## src/rtl/frame_burst_former.sv

```systemverilog
// frame_burst_former: splits a 2D DMA descriptor into AXI bursts bounded by MAX_BURST_LEN and BOUNDARY
module frame_burst_former #(
  parameter int ADDR_W        = 32,
  parameter int DATA_W        = 64,
  parameter int LEN_W         = 16,
  parameter int MAX_BURST_LEN = 255,
  parameter int BOUNDARY      = 4096
) (
  input  logic              clk_i,
  input  logic              rst_ni,
  input  logic [ADDR_W-1:0] desc_base_i,
  input  logic [LEN_W-1:0]  desc_line_beats_i,
  input  logic [LEN_W-1:0]  desc_line_count_i,
  input  logic [ADDR_W-1:0] desc_stride_i,
  input  logic              desc_valid_i,
  output logic              desc_ready_o,
  output logic [ADDR_W-1:0] cmd_addr_o,
  output logic [7:0]        cmd_len_o,
  output logic              cmd_last_line_o,
  output logic              cmd_last_frame_o,
  output logic              cmd_valid_o,
  input  logic              cmd_ready_i,
  output logic              busy_o,
  output logic              done_o
);
  localparam int BYTES = DATA_W / 8;
  localparam int SH = $clog2(BYTES);
  localparam logic [ADDR_W-1:0] BEAT_MASK = ADDR_W'(BYTES - 1);
  localparam logic [ADDR_W-1:0] BND_MASK = ADDR_W'(BOUNDARY - 1);
  typedef enum logic [1:0] {IDLE, CALC, VALID, DONE} state_t;
  state_t state, state_n;
  logic rdy_en;
  logic [ADDR_W-1:0] line_addr, addr, stride;
  logic [LEN_W-1:0] line_beats, left, lines_left;
  logic [8:0] beats, beats_n;
  logic [31:0] bnd, cap, lim;
  logic accept, last_line_n;
  assign accept = desc_valid_i && desc_ready_o;
  assign desc_ready_o = (state == IDLE) && rdy_en;
  assign cmd_valid_o = state == VALID;
  assign busy_o = state != IDLE;
  assign done_o = state == DONE;
  // burst size is the tightest of remaining beats, AXI len limit and distance to the next boundary
  always_comb begin
    bnd = (32'(BOUNDARY) - 32'(addr & BND_MASK)) >> SH;
    cap = (32'(left) < 32'(MAX_BURST_LEN + 1)) ? 32'(left) : 32'(MAX_BURST_LEN + 1);
    lim = (bnd < cap) ? bnd : cap;
    beats_n = 9'(lim);
    last_line_n = lim == 32'(left);
  end
  always_comb begin
    state_n = state;
    case (state)
      IDLE:  state_n = !accept ? IDLE : (desc_line_beats_i == '0 || desc_line_count_i == '0) ? DONE : CALC;
      CALC:  state_n = VALID;
      VALID: state_n = !cmd_ready_i ? VALID : cmd_last_frame_o ? DONE : CALC;
      default: state_n = IDLE;
    endcase
  end
  always_ff @(posedge clk_i) begin
    if (!rst_ni) begin
      state <= IDLE;
      rdy_en <= 1'b0;
      line_addr <= '0;
      addr <= '0;
      stride <= '0;
      line_beats <= '0;
      left <= '0;
      lines_left <= '0;
      beats <= '0;
      cmd_addr_o <= '0;
      cmd_len_o <= '0;
      cmd_last_line_o <= 1'b0;
      cmd_last_frame_o <= 1'b0;
    end else begin
      state <= state_n;
      rdy_en <= 1'b1;
      case (state)
        IDLE: if (accept) begin
          line_addr <= desc_base_i & ~BEAT_MASK;
          addr <= desc_base_i & ~BEAT_MASK;
          stride <= desc_stride_i & ~BEAT_MASK;
          line_beats <= desc_line_beats_i;
          left <= desc_line_beats_i;
          lines_left <= desc_line_count_i;
        end
        CALC: begin
          beats <= beats_n;
          cmd_len_o <= 8'(beats_n - 9'd1);
          cmd_addr_o <= addr;
          cmd_last_line_o <= last_line_n;
          cmd_last_frame_o <= last_line_n && lines_left == LEN_W'(1);
        end
        VALID: if (cmd_ready_i) begin
          if (cmd_last_line_o) begin
            line_addr <= line_addr + stride;
            addr <= line_addr + stride;
            left <= line_beats;
            lines_left <= lines_left - LEN_W'(1);
          end else begin
            addr <= addr + (ADDR_W'(beats) << SH);
            left <= left - LEN_W'(beats);
          end
        end
        default: ;
      endcase
    end
  end
endmodule

```

## config.mk

```make
export PLATFORM = sky130hd
export DESIGN_NAME = frame_burst_former
export DESIGN_NICKNAME = d
export VERILOG_FILES = /design/src/rtl/frame_burst_former.sv
export SDC_FILE = /design/constraint.sdc
export NUM_CORES = 1
export LEC_CHECK = 0
export BUFFER_PORTS_ARGS = -buffer_cell sky130_fd_sc_hd__buf_2
export CORE_MARGIN = 1.5
export CORE_UTILIZATION = 50
export CTS_CLUSTER_DIAMETER = 80
export DETAILED_ROUTE_END_ITERATION = 16
export PLACE_DENSITY = 0.7
export SKIP_LAST_GASP = 1
export SLEW_MARGIN = 25
export SYNTH_ARGS = -nofsm -noshare
export SYNTH_HDL_FRONTEND = slang
export SYNTH_SLANG_ARGS = --single-unit
```

## constraint.sdc

```tcl
create_clock -name clk_i -period 8.65 [get_ports clk_i]
set_input_delay 2.1625 -clock clk_i [delete_from_list [all_inputs] [get_ports clk_i]]
set_output_delay 2.1625 -clock clk_i [all_outputs]
set_load 0.005 [all_outputs]
```

; ---- Word level (Yosys, flattened, before mapping)
; Index checks and enable logic that the tools add are counted.
[word_totals]
register_bits = 195
latch_bits = 0
ram_bits = 0
romBits = 0
input_bits = 100
out_inout_bits = 46
n_memories = 0
[classes]
n_addsub = 6
n_mul = 0
div = 0
magnitude_cmp = 2
eq_ne = 8
n_shift = 0
muxes = 23
bitwise = 0
reduce_logical = 12
[ops]
columns = operator, count
row1 = 2-to-1 mux 32 bit, 5
row2 = one-hot mux 32 bit (2 select lines), 2
row3 = 2-to-1 mux 16 bit, 7
row4 = one-hot mux 16 bit (2 select lines), 2
row5 = adder 32 x 12 -> 32 bit, 1
row6 = adder 32 bit, 1
row7 = logical NOT 16 bit, 2
row8 = == test 29 x 16 -> 1 bit, 1
row9 = less-than comparator 29 x 16 -> 1 bit, 1
row10 = 2-to-1 mux 29 bit, 1
row11 = "== test 16 x 1 -> 1 bit, second input constant", 1
row12 = "less-than comparator 16 x 9 -> 1 bit, second input constant", 1
row13 = "subtractor 16 x 1 -> 16 bit, second input constant", 1
row14 = subtractor 16 x 9 -> 16 bit, 1
row15 = "subtractor 13 x 12 -> 14 bit, first input constant", 1
row16 = 2-to-1 mux 2 bit, 4
row17 = "subtractor 8 x 1 -> 8 bit, second input constant", 1
row18 = one-hot mux 2 bit (3 select lines), 1
row19 = "== test 2 bit, second input constant", 2
row20 = "!= test 2 bit, second input constant", 2
row21 = AND reduction 4 bit, 1
row22 = nonzero test 2 bit, 2
row23 = logical AND 1 bit, 3
row24 = AND reduction 3 bit, 1
row25 = 6 further kinds, 6

; ---- Longest topological paths before layout
; Gate-level depths: netlist of run 1.
[depth]
ltp_word = 6
ltp_mapped = 17

; ---- Worst setup path before layout of run 1
; No wires, ideal clock.
[synth_path]
path_kind = input to register
from = input port cmd_ready_i
to = register lines_left[2]
setup_time_ns = 0.128
t_arrival_ns = 3.465
setup_slack_ns = 5.057
path_stages = 7
n_path_buf = 2
cell_sequence = clkbuf_1 > a21oi_1 > nor2_1 > clkbuf_1 > o21ai_0 > a21oi_1 > nor2_1
[synth_between]
elab_chain_len = 2
[synth_lines]
columns = item, line_no
row1 = "start, declared", 22  ; input logic cmd_ready_i,
row2 = != test 2 x 1 -> 1 bit (no source line), n/a
row3 = AND reduction 4 bit (no source line), n/a
row4 = "end signal, assigned", 85  ; lines_left <= desc_line_count_i;
row5 = "end signal, assigned", 99  ; lines_left <= lines_left - LEN_W'(1);
row6 = "end, declared", 34  ; logic [LEN_W-1:0] line_beats, left, lines_left;
; No other way between the ends.
; A chain may end at the register's enable or synchronous reset.

; ---- Final worst setup path of run 1
[layout_path]
from = input port desc_valid_i
to = register left[15]
[layout_between]
elab_chain_len = 3
[layout_lines]
columns = item, line_no
row1 = "start, declared", 15  ; input logic desc_valid_i,
row2 = logical AND 1 bit, 38  ; assign accept = desc_valid_i && desc_ready_o;
row3 = != test 2 bit (no source line), n/a
row4 = AND reduction 3 bit (no source line), n/a
row5 = "end signal, assigned", 84  ; left <= desc_line_beats_i;
row6 = "end signal, assigned", 98  ; left <= line_beats;
row7 = "end signal, assigned", 102  ; left <= left - LEN_W'(beats);
row8 = "end, declared", 34
; No other way between the ends.

==> results of run 1 <==
[flip-flops by register name, summed over array words and instances, names as in the netlist]
signal / flops
addr: 30
stride: 29
cmd_last_line_o: 1
state: 2
rdy_en: 1
line_addr: 29
left: 16
cmd_len_o: 8
line_beats: 16
lines_left: 16
beats: 9
cmd_addr_o: 30
cmd_last_frame_o: 1
[metal layers]
metal  vias up  track usage  wire length [µm]
li1       5725            -                 -
met2       469        0.444             15000
met1      5417        0.435             16600
met4         0       0.0971               772
met3        51       0.0417              2630
met5         -            0                 0
[worst paths after layout]
path / start / cells after the start / slack, ns / end
max: desc_valid_i / 9 / 4.37 / left[15]$_SDFFE_PN0P_
min: cmd_len_o[3]$_SDFFE_PN0N_ / 2 / 0.45 / cmd_len_o[3]$_SDFFE_PN0N_
max reg2reg: addr[1]$_SDFFE_PN0P_ / 16 / 4.61 / cmd_last_line_o$_SDFFE_PN0N_
min reg2reg: cmd_len_o[3]$_SDFFE_PN0N_ / 2 / 0.45 / cmd_len_o[3]$_SDFFE_PN0N_
[cells by family after synthesis]
logic type	after synthesis
AO/OA/AOI/OAI	531
adder cells (fa/ha/maj)	61
multiplexers	5
flip-flops	188
XOR/XNOR	45
other	1
buffers and inverters	152
AND/OR/NAND/NOR	565
[metrics by stage]
stage	instances	utilization	hold slack [ns]
after floorplan	1548	-	0.433
after global placement	1889	0.544	0.437
after detailed placement	1889	0.544	0.443
after CTS	1921	0.569	0.452
after global routing	1921	0.569	0.476
final	1921	0.569	0.449
[cells in the mapped netlist (17+ instances only)]
master	number
nand3_1	30
o21ai_0	120
xor2_1	17
a21oi_1	196
a211oi_1	32
inv_1	51
a31oi_1	24
xnor2_1	26
ha_1	58
dfxtp_1	188
nor3_1	32
clkbuf_1	81
nor2_1	111
o211ai_1	21
nand2_1	276
[final cells by class]
cell class | count | area, µm² | area share
clock buffers | 17 | 425 | 0.0331
clock inverters | 15 | 150 | 0.0117
inverters | 53 | 201 | 0.0157
multi-input cells | 1208 | 7130 | 0.555
flip-flops and latches | 188 | 3760 | 0.293
well taps | 285 | 357 | 0.0278
repair buffers | 155 | 816 | 0.0635
[power breakdown]
part | total [mW] | switching (mW) | internal [mW]
Sequential | 0.980 | 0.0586 | 0.922
Clock | 0.800 | 0.392 | 0.408
Combinational | 0.711 | 0.454 | 0.257
Total | 2.49 | 0.905 | 1.59
[worst register-to-register path, delay by kind of cell, from the launching register on]
family / cells / cell delay (ns)
AND/OR/NAND/NOR: 4 / 1.24
adder cells (fa/ha/maj): 2 / 0.41
XOR/XNOR: 1 / 0.24
flip-flops: 1 / 0.38
AO/OA/AOI/OAI: 6 / 1.24
buffers and inverters: 3 / 0.43
==> results.json, run 1 <==
{
  "status": "finished, final reports clean",
  "start_util": 0.508,
  "synth_cell_types": 85,
  "path_max_fanout": 49,
  "critPathLaunchType": "input port",
  "synth_top_family_by_area": "compound AO/OA/AOI/OAI gates",
  "synthAdderAreaFrac": 0.0685,
  "worstMarginPinSlew_ns": 0.888,
  "grt_pass1_vias": 10687,
  "die_x_um": 154,
  "pre_cts_slack_ns": 3.92,
  "wire_per_inst_um": 18.2,
  "coreArea_um2": 22600,
  "drive_gt1_frac": 0.132,
  "vias_per_cell": 6.07,
  "antenna_found_initial": 0,
  "ys_top_cells_by_area": "dfxtp_1 (33%), nand2_1 (9.0%), a21oi_1 (8.6%), ha_1 (6.3%), o21ai_0 (5.2%)",
  "clkSlewWorstSetupHoldPaths_ns": 0.07,
  "min_period_over_period": 0.495,
  "ir_worst_vdd_v": 0.000128,
  "setup_viol": 0,
  "cts_buffers": 17,
  "synthXorXnorAreaFrac": 0.0362,
  "min_path_type": "flop to flop",
  "synth_seq_cells": 188,
  "rsz0062_at_grt": "false",
  "cts_setup_buffers": 0,
  "finalHoldViolCount": 0,
  "postRouteAntennaNets": 0,
  "layout_commonest_cell": "nand2_1",
  "overflow": 0,
  "postSynth.asyncResetShare": 0,
  "synth_edf_count": 0,
  "drv_slew": 0,
  "rows": 55,
  "ys_seq_area_frac": 0.328,
  "max_freq_mhz": 234,
  "cts_buffer_depth": 2,
  "drtPass1Iterations": 6,
  "synth_flop_cell": "dfxtp_1",
  "cts_tree": "done",
  "num_vias": 11662,
  "crit_top_cell": "buf_4",
  "synth_simple_gate_area_frac": 0.224,
  "syn_inst": 1548,
  "cp_top_family": "simple AND/OR/NAND/NOR gates",
  "setup_tns_ns": 0,
  "synth_area_um2": 11500,
  "gp_congestion": 0.899,
  "final_nets": 1784,
  "grt_pass1_wl_um": 57000,
  "synth_top_area_share": 0.328,
  "die_y_um": 154,
  "num_antenna_cells": 0,
  "clkSinkCount": 188,
  "drc": 0,
  "cts-root-buf": "clkbuf_16",
  "clock_latency_ns": 0.44,
  "place_hpwl_um": 24600,
  "cts_resized": 0,
  "ios": 146,
  "mostFrequentLayoutCells": "nand2_1 (275), a21oi_1 (195), dfxtp_1 (187)",
  "end_kind": "flop",
  "setup_ws_ns": 4.37,
  "grt_usage": 0.296,
  "critical_path_class": "input port to flop",
  "critPathRequiredTime_ns": 8.96,
  "drt_iter0_drc": 864,
  "p_total_mw": 2.49,
  "avgSynthCellArea_um2": 7.41,
  "nFillCells": 2156,
  "yosysWarnings": 0,
  "cpPeakStageDelay_ns": 0.65,
  "maxCapViolations": 0,
  "finalCriticalPeriod_ns": 4.28,
  "synth_compound_area_frac": 0.286,
  "final_cell_area_um2": 12800,
  "relSlewSlack": 0.408,
  "synth_area_leader_cell": "dfxtp_1",
  "io_buffer_count": 139,
  "critPathArrivalTime_ns": 4.59,
  "crit_buf_inv": 3,
  "p_leak_nw": 5.10,
  "dieArea_um2": 23900,
  "syn_nets": 1709,
  "crit_chain": "buf_2, and2_2, buf_4, a21oi_4, nor2_4, buf_4, nor2_1, o311ai_0, o21ai_0",
  "post_dp_cell_area_um2": 12300,
  "h-tree-depth": 4,
  "grt_max_degree": 79,
  "wl_um": 35000,
  "hold_buffers": 0,
  "synth.area.mux_share": 0.00436,
  "crit_path_top_delay_cell": "nor2_4",
  "powerDensity_nw_per_um2": 194,
  "area_growth_pct": 12.0,
  "fin_skew_ns": 0.0136
}
(Power assumes the default switching activity.)
==> run 2: changes to the inputs <==
--- a/config.mk
+++ b/config.mk
@@ -10,7 +10,7 @@
 export CORE_UTILIZATION = 50
 export CTS_CLUSTER_DIAMETER = 80
 export DETAILED_ROUTE_END_ITERATION = 16
-export PLACE_DENSITY = 0.7
+export PLACE_DENSITY = 0.73
 export SKIP_LAST_GASP = 1
 export SLEW_MARGIN = 25
 export SYNTH_ARGS = -nofsm -noshare
==> constraint.sdc (replaced) <==
create_clock -name clk_i -period 3.9 [get_ports clk_i]
set_input_delay 0.975 -clock clk_i [delete_from_list [all_inputs] [get_ports clk_i]]
set_output_delay 0.975 -clock clk_i [all_outputs]
set_load 0.005 [all_outputs]
==> run 2 against run 1 <==
Against the previous run:
- first-iteration DRC count grew 50%
- design area grew 1.9%
- non-clock buffer count grew 28
- flip-flop and latch count is the same
- sequential power grew 120%
- core utilization grew 1.1 points
- via count grew 1.6%
- total power grew 130%
- worst hold slack lost 0.00050 ns
- critical path type is now flop to flop
- critical endpoint is now cmd_last_line_o$_SDFFE_PN0N_
- largest cell class unchanged
==> results.json, run 2 (same netlist as run 1, synthesis figures left out) <==
{
  "drt_iter0_drc": 1292,
  "coreArea_um2": 22600,
  "start_util": 0.508,
  "final_nets": 1812,
  "rsz0062_at_grt": "false",
  "r2r-end": "cmd_last_line_o$_SDFFE_PN0N_",
  "antenna_found_initial": 0,
  "p_sw_frac": 0.343,
  "whs_endpoint": "cmd_addr_o[23]$_SDFFE_PN0N_",
  "critical_path_class": "flop to flop",
  "ir_worst_vdd_v": 0.000303,
  "layout_commonest_cell": "nand2_1",
  "pwr-share-comb": 0.294,
  "vias_per_cell": 6.08,
  "ios": 146,
  "finalHoldViolCount": 0,
  "end_kind": "flop",
  "clock_latency_ns": 0.44,
  "cts_buffer_depth": 2,
  "post_dp_cell_area_um2": 12500,
  "drc": 0,
  "grt_pass1_wl_um": 56900,
  "place_hpwl_um": 25600,
  "min_period_over_period": 0.937,
  "wl_um": 35300,
  "cts-root-buf": "clkbuf_16",
  "dieArea_um2": 23900,
  "largestRegisters": "addr: 30 flops, cmd_addr_o: 30 flops",
  "p_int_mw": 3.76,
  "critPathLaunchType": "flop",
  "num_antenna_cells": 0,
  "drive_gt1_frac": 0.145,
  "final_cell_area_um2": 13100,
  "rr_worst_depth": 13,
  "overflow": 0,
  "pre_cts_slack_ns": 0.322,
  "die_y_um": 154,
  "cts_resized": 0,
  "hold_buffers": 0,
  "cts_setup_buffers": 0,
  "cts_buffers": 17,
  "hold_depth": 2,
  "worstMarginPinSlew_ns": 0.830,
  "postRouteAntennaNets": 0,
  "finalCriticalPeriod_ns": 3.66,
  "p_leak_nw": 5.25,
  "max_freq_mhz": 274,
  "critPathRequiredTime_ns": 4.23,
  "critPathLaunch": "left[15]$_SDFFE_PN0P_",
  "grt_pass1_vias": 10808,
  "min_path_type": "flop to flop",
  "critPathArrivalTime_ns": 3.98,
  "mostFrequentLayoutCells": "nand2_1 (275), a21oi_1 (195), dfxtp_1 (187)",
  "grt_usage": 0.296,
  "setup_ws_ns": 0.244,
  "net-switching-power_mw": 1.96,
  "nFillCells": 2157,
  "gp_congestion": 0.967,
  "wire_per_inst_um": 18.1,
  "clkSinkCount": 188,
  "io_buffer_count": 139,
  "setup_tns_ns": 0,
  "reg2reg_slack_ns": 0.24,
  "status": "finished, final reports clean",
  "pwr-share-seq": 0.379,
  "clock_power_share": 0.327,
  "maxCapViolations": 0,
  "die_x_um": 154,
  "relSlewSlack": 0.447,
  "area_growth_pct": 14.1,
  "powerDensity_nw_per_um2": 437,
  "fin_skew_ns": 0.0129,
  "rows": 55,
  "final_core_util": 0.580,
  "setup_viol": 0,
  "cts_tree": "done",
  "hold_start": "cmd_addr_o[23]$_SDFFE_PN0N_",
  "h-tree-depth": 4,
  "drv_slew": 0,
  "path_max_fanout": 15,
  "grt_max_degree": 63,
  "clkSlewWorstSetupHoldPaths_ns": 0.07,
  "r2r_start": "left[15]$_SDFFE_PN0P_",
  "num_vias": 11845,
  "drtPass1Iterations": 5
}
run 2: changes by cell type in the layout (fill, tap and decap cells not counted), sizes merged:
cell / delta
clkbuf: +1
inv: -4
bufinv: +3
clkinv: -2
buf: +28
run 2: per-layer routing:
metal,global-route usage,share of wire,wire [µm],up-vias
met5,0,0,0,-
met4,0.0884,0.025,894,0
met3,0.0496,0.082,2900,52
met2,0.450,0.42,15000,548
met1,0.430,0.47,16500,5473
li1,-,-,-,5772
run 2: area by class of cell:
cell class | count | area, µm² | area share
multi-input combinational | 1208 | 7120 | 0.544
tap | 285 | 357 | 0.0273
clock buffer | 18 | 429 | 0.0328
clock inverter | 12 | 184 | 0.0141
timing repair buffer | 183 | 1030 | 0.0784
sequential | 188 | 3760 | 0.288
inverter | 53 | 201 | 0.0154
run 2: power groups by stage:
stage / Clock [mW] / Sequential (mW) / Combinational (mW)
global placement: 0 / 2.20 / 1.62
finish: 1.87 / 2.17 / 1.68
detailed placement: 0 / 2.20 / 1.64
floorplan: 0 / 2.17 / 1.14
global route: 1.96 / 2.18 / 1.85
CTS: 1.89 / 2.16 / 1.65
run 2: per-stage QoR:
stage	power (mW)	hold slack (ns)	std cells
3_3_place_gp	3.82	0.441	1917
6_report	5.72	0.449	1947
3_5_place_dp	3.84	0.443	1917
4_1_cts	5.70	0.453	1947
5_1_grt	6.00	0.471	1947
2_1_floorplan	3.31	0.433	1548
run 2: worst max-delay path by stage:
stage	endpoint	slack, ns	depth (start not counted)
after detailed placement	cmd_last_line_o$_SDFFE_PN0N_	0.32	13
after global routing	cmd_last_line_o$_SDFFE_PN0N_	0.04	13
after floorplan	cmd_len_o[6]$_SDFFE_PN0N_	0.47	14
after global placement	cmd_last_line_o$_SDFFE_PN0N_	0.38	13
final	cmd_last_line_o$_SDFFE_PN0N_	0.24	13
after CTS	cmd_last_line_o$_SDFFE_PN0N_	0.30	13
run 2: worst max-delay path, cell delays in order (launching register included):
cell and delay, ns:
dfxtp_1 0.34, nor3_1 0.36, and3_1 0.59, nand2_1 0.15, ha_1 0.23, nor3b_1 0.25
nand4_1 0.22, a211oi_2 0.30, nor2_1 0.09, buf_4 0.18, or3_4 0.41, o32ai_2 0.17
o21ai_0 0.13, o32ai_1 0.13
